## src/rtl/tick_sched_pkg.sv

```systemverilog
// Shared constants and types for the tick_sched millisecond timer scheduler:
// register addresses, data_in field offsets, status bits and FSM states.
package tick_sched_pkg;

  localparam logic [1:0] ADDR_ARM  = 2'd0;
  localparam logic [1:0] ADDR_PEND = 2'd1;
  localparam logic [1:0] ADDR_MASK = 2'd2;
  localparam logic [1:0] ADDR_STAT = 2'd3;

  localparam int SLOT_IDX_LSB   = 16;
  localparam int SLOT_IDX_W     = 4;
  localparam int ONESHOT_BIT    = 24;
  localparam int STAT_BUSY_BIT  = 0;
  localparam int STAT_OVR_BIT   = 1;
  localparam int STAT_NSLOT_LSB = 8;
  localparam int STAT_NSLOT_W   = 5;

  typedef enum logic {
    IDLE = 1'b0,
    SCAN = 1'b1
  } state_e;

endpackage

```

## src/rtl/tick_sched.sv

```systemverilog
// Millisecond software-timer scheduler: num_slots 16-bit countdown slots scanned once per ms_tick
// through one shared decrement/reload path. Optional oneshot support via TICK_SCHED_ONESHOT_EN.
module tick_sched
  import tick_sched_pkg::*;
#(
  parameter int num_slots = 8
) (
  input  logic        clk,
  input  logic        rst_n,
  input  logic        ms_tick,
  input  logic        stb,
  input  logic        we,
  input  logic [1:0]  addr,
  input  logic [31:0] data_in,
  output logic [31:0] data_out,
  output logic        ack,
  output logic        irq
);

  localparam logic [SLOT_IDX_W-1:0] LAST_IDX = SLOT_IDX_W'(num_slots - 1);

  state_e                state_q, state_d;
  logic [SLOT_IDX_W-1:0] idx_q, idx_d;
  logic                  tick_q, tick_d;
  logic                  overrun_q, overrun_d;
  logic [15:0]           period_q [num_slots];
  logic [15:0]           period_d [num_slots];
  logic [15:0]           cnt_q    [num_slots];
  logic [15:0]           cnt_d    [num_slots];
  logic [num_slots-1:0]  en_q, en_d;
  logic [num_slots-1:0]  pend_q, pend_d;
  logic [num_slots-1:0]  oneshot_mask;

  logic                  wr, arm_we, pend_we, mask_we, stat_we, busy;
  logic [SLOT_IDX_W-1:0] arm_idx;
  logic [15:0]           arm_period;
  logic [num_slots-1:0]  cpu_hit;
  logic                  unused_data;

`ifdef TICK_SCHED_ONESHOT_EN
  logic [num_slots-1:0]  oneshot_q, oneshot_d;
  assign oneshot_mask = oneshot_q;
  assign unused_data  = ^{data_in[31:25], data_in[23:20]};
`else
  assign oneshot_mask = '0;
  assign unused_data  = ^data_in[31:20];
`endif

  assign wr         = stb & we;
  assign arm_idx    = data_in[SLOT_IDX_LSB +: SLOT_IDX_W];
  assign arm_period = data_in[15:0];
  assign arm_we     = wr && (addr == ADDR_ARM) && (int'(arm_idx) < num_slots);
  assign pend_we    = wr && (addr == ADDR_PEND);
  assign mask_we    = wr && (addr == ADDR_MASK);
  assign stat_we    = wr && (addr == ADDR_STAT);
  assign busy       = (state_q == SCAN);
  assign ack        = stb;
  assign irq        = |pend_q;

  // A CPU arm/disable of a slot suppresses whatever the scan would do to it this cycle.
  always_comb begin
    for (int i = 0; i < num_slots; i++) begin
      cpu_hit[i] = (arm_we && (arm_idx == SLOT_IDX_W'(i))) || (mask_we && data_in[i]);
    end
  end

  always_comb begin
    state_d   = state_q;
    idx_d     = idx_q;
    tick_d    = tick_q;
    overrun_d = overrun_q;
    period_d  = period_q;
    cnt_d     = cnt_q;
    en_d      = en_q;
    pend_d    = pend_q;
`ifdef TICK_SCHED_ONESHOT_EN
    oneshot_d = oneshot_q;
`endif

    if (stat_we && data_in[STAT_OVR_BIT]) overrun_d = 1'b0;

    case (state_q)
      IDLE: begin
        if (ms_tick || tick_q) begin
          state_d = SCAN;
          idx_d   = '0;
          tick_d  = 1'b0;
          if (ms_tick && tick_q) overrun_d = 1'b1;
        end
      end
      SCAN: begin
        if (ms_tick) begin
          if (tick_q) overrun_d = 1'b1;
          else        tick_d    = 1'b1;
        end
        if (idx_q == LAST_IDX) begin
          state_d = IDLE;
          idx_d   = '0;
        end else begin
          idx_d = idx_q + 1'b1;
        end
      end
      default: state_d = IDLE;
    endcase

    // Clear goes first so a same-cycle expiry set wins.
    if (pend_we) pend_d = pend_q & ~data_in[num_slots-1:0];

    for (int i = 0; i < num_slots; i++) begin
      if (busy && (idx_q == SLOT_IDX_W'(i)) && en_q[i] && !cpu_hit[i]) begin
        if (cnt_q[i] == 16'd1) begin
          pend_d[i] = 1'b1;
          cnt_d[i]  = period_q[i];
          if (oneshot_mask[i]) en_d[i] = 1'b0;
        end else begin
          cnt_d[i] = cnt_q[i] - 16'd1;
        end
      end
      if (arm_we && (arm_idx == SLOT_IDX_W'(i))) begin
        period_d[i] = arm_period;
        cnt_d[i]    = arm_period;
        en_d[i]     = |arm_period;
`ifdef TICK_SCHED_ONESHOT_EN
        oneshot_d[i] = data_in[ONESHOT_BIT];
`endif
      end
      if (mask_we && data_in[i]) en_d[i] = 1'b0;
    end
  end

  always_comb begin
    data_out = '0;
    if (stb && !we) begin
      case (addr)
        ADDR_ARM:  data_out[num_slots-1:0] = en_q;
        ADDR_PEND: data_out[num_slots-1:0] = pend_q;
        ADDR_MASK: data_out[num_slots-1:0] = oneshot_mask;
        ADDR_STAT: begin
          data_out[STAT_BUSY_BIT]                     = busy;
          data_out[STAT_OVR_BIT]                      = overrun_q;
          data_out[STAT_NSLOT_LSB +: STAT_NSLOT_W]    = STAT_NSLOT_W'(num_slots);
        end
        default: data_out = '0;
      endcase
    end
  end

  always_ff @(posedge clk or negedge rst_n) begin
    if (!rst_n) begin
      state_q   <= IDLE;
      idx_q     <= '0;
      tick_q    <= 1'b0;
      overrun_q <= 1'b0;
      en_q      <= '0;
      pend_q    <= '0;
`ifdef TICK_SCHED_ONESHOT_EN
      oneshot_q <= '0;
`endif
      for (int i = 0; i < num_slots; i++) begin
        period_q[i] <= '0;
        cnt_q[i]    <= '0;
      end
    end else begin
      state_q   <= state_d;
      idx_q     <= idx_d;
      tick_q    <= tick_d;
      overrun_q <= overrun_d;
      en_q      <= en_d;
      pend_q    <= pend_d;
`ifdef TICK_SCHED_ONESHOT_EN
      oneshot_q <= oneshot_d;
`endif
      period_q  <= period_d;
      cnt_q     <= cnt_d;
    end
  end

endmodule
```

## config.mk

```make
export PLATFORM = sky130hd
export DESIGN_NAME = tick_sched
export DESIGN_NICKNAME = d
export VERILOG_FILES = /design/src/rtl/tick_sched_pkg.sv /design/src/rtl/tick_sched.sv
export SDC_FILE = /design/constraint.sdc
export NUM_CORES = 1
export LEC_CHECK = 0
export ABC_AREA = 1
export BUFFER_PORTS_ARGS = -buffer_cell sky130_fd_sc_hd__buf_2
export CAP_MARGIN = 40
export CORE_ASPECT_RATIO = 1.1
export CORE_UTILIZATION = 58
export CTS_BUF_LIST = sky130_fd_sc_hd__clkbuf_8
export DETAILED_ROUTE_END_ITERATION = 6
export PLACE_DENSITY = 0.79
export SLEW_MARGIN = 30
export SYNTH_ARGS = -nofsm -noshare
export SYNTH_HDL_FRONTEND = slang
export SYNTH_SLANG_ARGS = --single-unit
```

## constraint.sdc

```tcl
create_clock -name clk -period 1.8 [get_ports clk]
set_clock_uncertainty 0.1 [all_clocks]
set_input_delay 0.09 -clock clk [delete_from_list [all_inputs] [get_ports clk]]
set_output_delay 0.09 -clock clk [all_outputs]
set_load 0.05 [all_outputs]
```

==> out/results.tsv <==
stage	metric	value	unit
layout	multi_input_area	0.00929	mm²
worst_setup_path	cp_max_fo	5	
logic_synthesis	synthTopCellsByArea	dfrtp_1 41%, nand2_1 17%, nand3_1 10%	
layout	seqCellArea	0.00699	mm²
detailed_routing	ant_nets	0	
logic_synthesis	netlist_area	0.0172	mm²
sta	fin_crit_sh	105	%
die	die_w	166	µm
clock_tree	clk_path_buf_depth	3	
die	io_pins	73	
clock_tree	cts_sinks	279	
logic_synthesis	synth.most_common_cell	nand2_1	
clock_tree	cts_tree	done	
layout	syn_to_final_growth	23.4	%
sta	finalSetupViolations	14	
detailed_routing	vias	17867	
logic_synthesis	synth.avg_cell_area	6.92	µm²
placed_design	port_buffers	37	
detailed_routing	drcViolationCount	9	
placed_design	gp_congestion	0.948	
power	ir_worst_vdd	1.10	mV
logic_synthesis	synth_flop_cell	dfrtp_1	
sta	hold_viol	0	
detailed_routing	topRoutingLayerUsed	met4	
sta	max-slew-margin-rel	59.4	%
detailed_routing	drt-total-wl	53800	µm
placed_design	dp_hpwl	37200	µm
sta	period_minus_slack	1890	ps
sta	worst_slew_pin_slew	608	ps
worst_setup_path	critPathKind	register to register	
global_route	grt_max_degree	59	
detailed_routing	dr.pass1.iters	7	
worst_setup_path	reg2reg_slack	-90	ps
global_route	overflow	0	
die	std_cell_rows	65	
sta	worst_slack	-90.4	ps
die	initial_utilization	59.4	%
power	power	0.0341	W
layout	layout.cells.non_filler	3154	
clock_tree	clkLatencyLatePin	600	ps
global_route	first_global_vias	17126	
layout	fin_nets	2807	
detailed_routing	avgRoutedWirePerCell	17.0	µm
detailed_routing	wl_met1	21400	µm
worst_setup_path	cp-end-kind	register	
die	dieHeight	183	µm
die	core_area	0.0290	mm²
clock_tree	path_clk_slew	60	ps
worst_setup_path	arrival	2270	ps
layout	drive_gt1_share	19.6	%
detailed_routing	wl_met2	25300	µm
sta	maxSlewViolCount	0	
logic_synthesis	syn_inst	2487	
die	dieArea	0.0303	mm²
logic_synthesis	synth-seq-cells	279	
sta	whs	32.3	ps
clock_tree	cts-root-buf	clkbuf_8	
worst_setup_path	worstPathRequired	2180	ps
logic_synthesis	ys_warn_count	0	
logic_synthesis	synth_edf_count	0	
global_route	grt_pass1_wl	84800	µm
sta	rsz0062_at_grt	yes	
worst_setup_path	start_kind	register	
placed_design	dp.cells	3011	
detailed_routing	wl_met3	4260	µm
layout	fillers	2292	
sta	max_freq	529	MHz
logic_synthesis	yosysUniqueCellTypes	44	
status	violations	DRC, setup timing	
clock_tree	cts_made_buffers	49	
logic_synthesis	synth_commonest_cells	761 x nand2_1, 355 x nand3_1, 349 x nor2_1, 279 x dfrtp_1, 265 x inv_1	
status	status	finished, violations left	
detailed_routing	viasPerCell	5.66	
power	power_leakage	11.4	nW
min_path	min_path_type	input port to register	
detailed_routing	first_iter_violations	1653	
logic_synthesis	synth_top_area_share	40.6	%
global_route	grt_use_total	35.0	%
logic_synthesis	ys_seq_area_share	40.6	%
run	drv_cap	0	
logic_synthesis	synthArstFlopShare	100	%
power	p_per_area	1610	mW/mm²
clock_tree	htreeDepth	2	
logic_synthesis	synth_top_area_cell	dfrtp_1	
global_route	grt_antenna_before_repair	1	
where the power goes:
| part | switching [W] | leakage, nW | internal, W | total (W) |
|---|---|---|---|---|
| sequential | 0.00132 | 3.45 | 0.00756 | 0.00888 |
| combinational | 0.0111 | 7.34 | 0.00742 | 0.0186 |
| clock | 0.00281 | 0.616 | 0.00383 | 0.00664 |
| total | 0.0153 | 11.4 | 0.0188 | 0.0341 |
cells by family after synthesis:
logic type | Yosys count | synth area share, %
adders and majority gates | 20 | 1.45
AOI/OAI and AO/OA | 238 | 8.16
other | 1 | 0.0218
buffers and inverters | 363 | 9.26
DFF | 279 | 40.6
xor gates and xnor gates | 29 | 1.48
and+or+nand+nor | 1557 | 39.0
placed cells by master, fill, tap and decap left out, types with 21 or more instances in the layout:
cell type	Yosys	routed
a21oi_1	60	34
a21oi_2	12	37
buf_2	21	27
buf_4	31	179
clkbuf_8	0	66
conb_1	1	23
dfrtp_1	279	273
dlygate4sd3_1	0	27
inv_1	265	260
inv_2	13	21
nand2_1	761	746
nand2_2	8	23
nand3_1	355	347
nand4_1	26	26
nor2_1	349	292
nor2_2	11	56
o21ai_0	112	109
o21bai_1	39	39
xor2_1	25	25
worst max-delay path, stage by stage, from the launching register on:
cell	delay, ps
dfrtp_2	430
inv_2	80
buf_6	100
ha_4	130
nand2_4	60
nor2_4	160
nand2_2	100
o21ai_4	230
clkbuf_16	190
nor2_2	30
nor2_1	100
nand2_1	60
layout make-up:
type	instances	share of cell area, %
multi-input combinational	1869	43.8
sequential	279	32.9
timing repair buffer	266	10.7
inverter	281	5.10
clock buffer	66	4.28
tap	368	2.17
clock inverter	22	0.932
timing repair inverter	2	0.0531
antenna	1	0.0118
routing by layer:
metal | vias to the layer above | global-route usage, %
met1 | 8496 | 43.7
met4 | 0 | 18.8
met2 | 778 | 58.2
met3 | 189 | 6.09
li1 | 8404 | -
met5 | - | 0
sequential cells by signal (all words and copies together), names as in the netlist:
| name | cells |
|---|---|
| cnt_q | 128 |
| busy | 1 |
| pend_q | 8 |
| en_q | 8 |
| idx_q | 4 |
| tick_q | 1 |
| period_q | 128 |
| overrun_q | 1 |
per-stage QoR:
| step | setup TNS [ps] | cell area, µm² | util (%) | worst slack [ps] |
|---|---|---|---|---|
| detailed placement | -672 | 19000 | 65.5 | -70.9 |
| CTS | -104 | 20400 | 70.6 | -70.5 |
| floorplan | 0 | 17300 | - | 89.7 |
| global placement | -363 | 19000 | 65.5 | -42.9 |
| finish | -716 | 21200 | 73.3 | -90.4 |
| global route | -3630 | 21200 | 73.3 | -131 |
worst paths after layout:
check | from | end | cells after the start
worst max-delay path | idx_q[1] | cnt_q[96] | 11
worst min-delay path | addr[1] | period_q[111] | 5
worst max register to register | idx_q[1] | cnt_q[96] | 11
worst min register to register | period_q[18] | period_q[18] | 2
max in group asynchronous | rst_n | cnt_q[64] | 4
min in group asynchronous | rst_n | cnt_q[110] | 3
repair_timing:
item,4_1_cts,5_1_grt
setup endpoints to repair,31,140
buffers inserted,4,18
gates cloned,0,7
hold endpoints to repair,425,0
resized for setup,29,184
pin swaps,11,44
hold buffers,28,0
(Power assumes the default switching activity.)
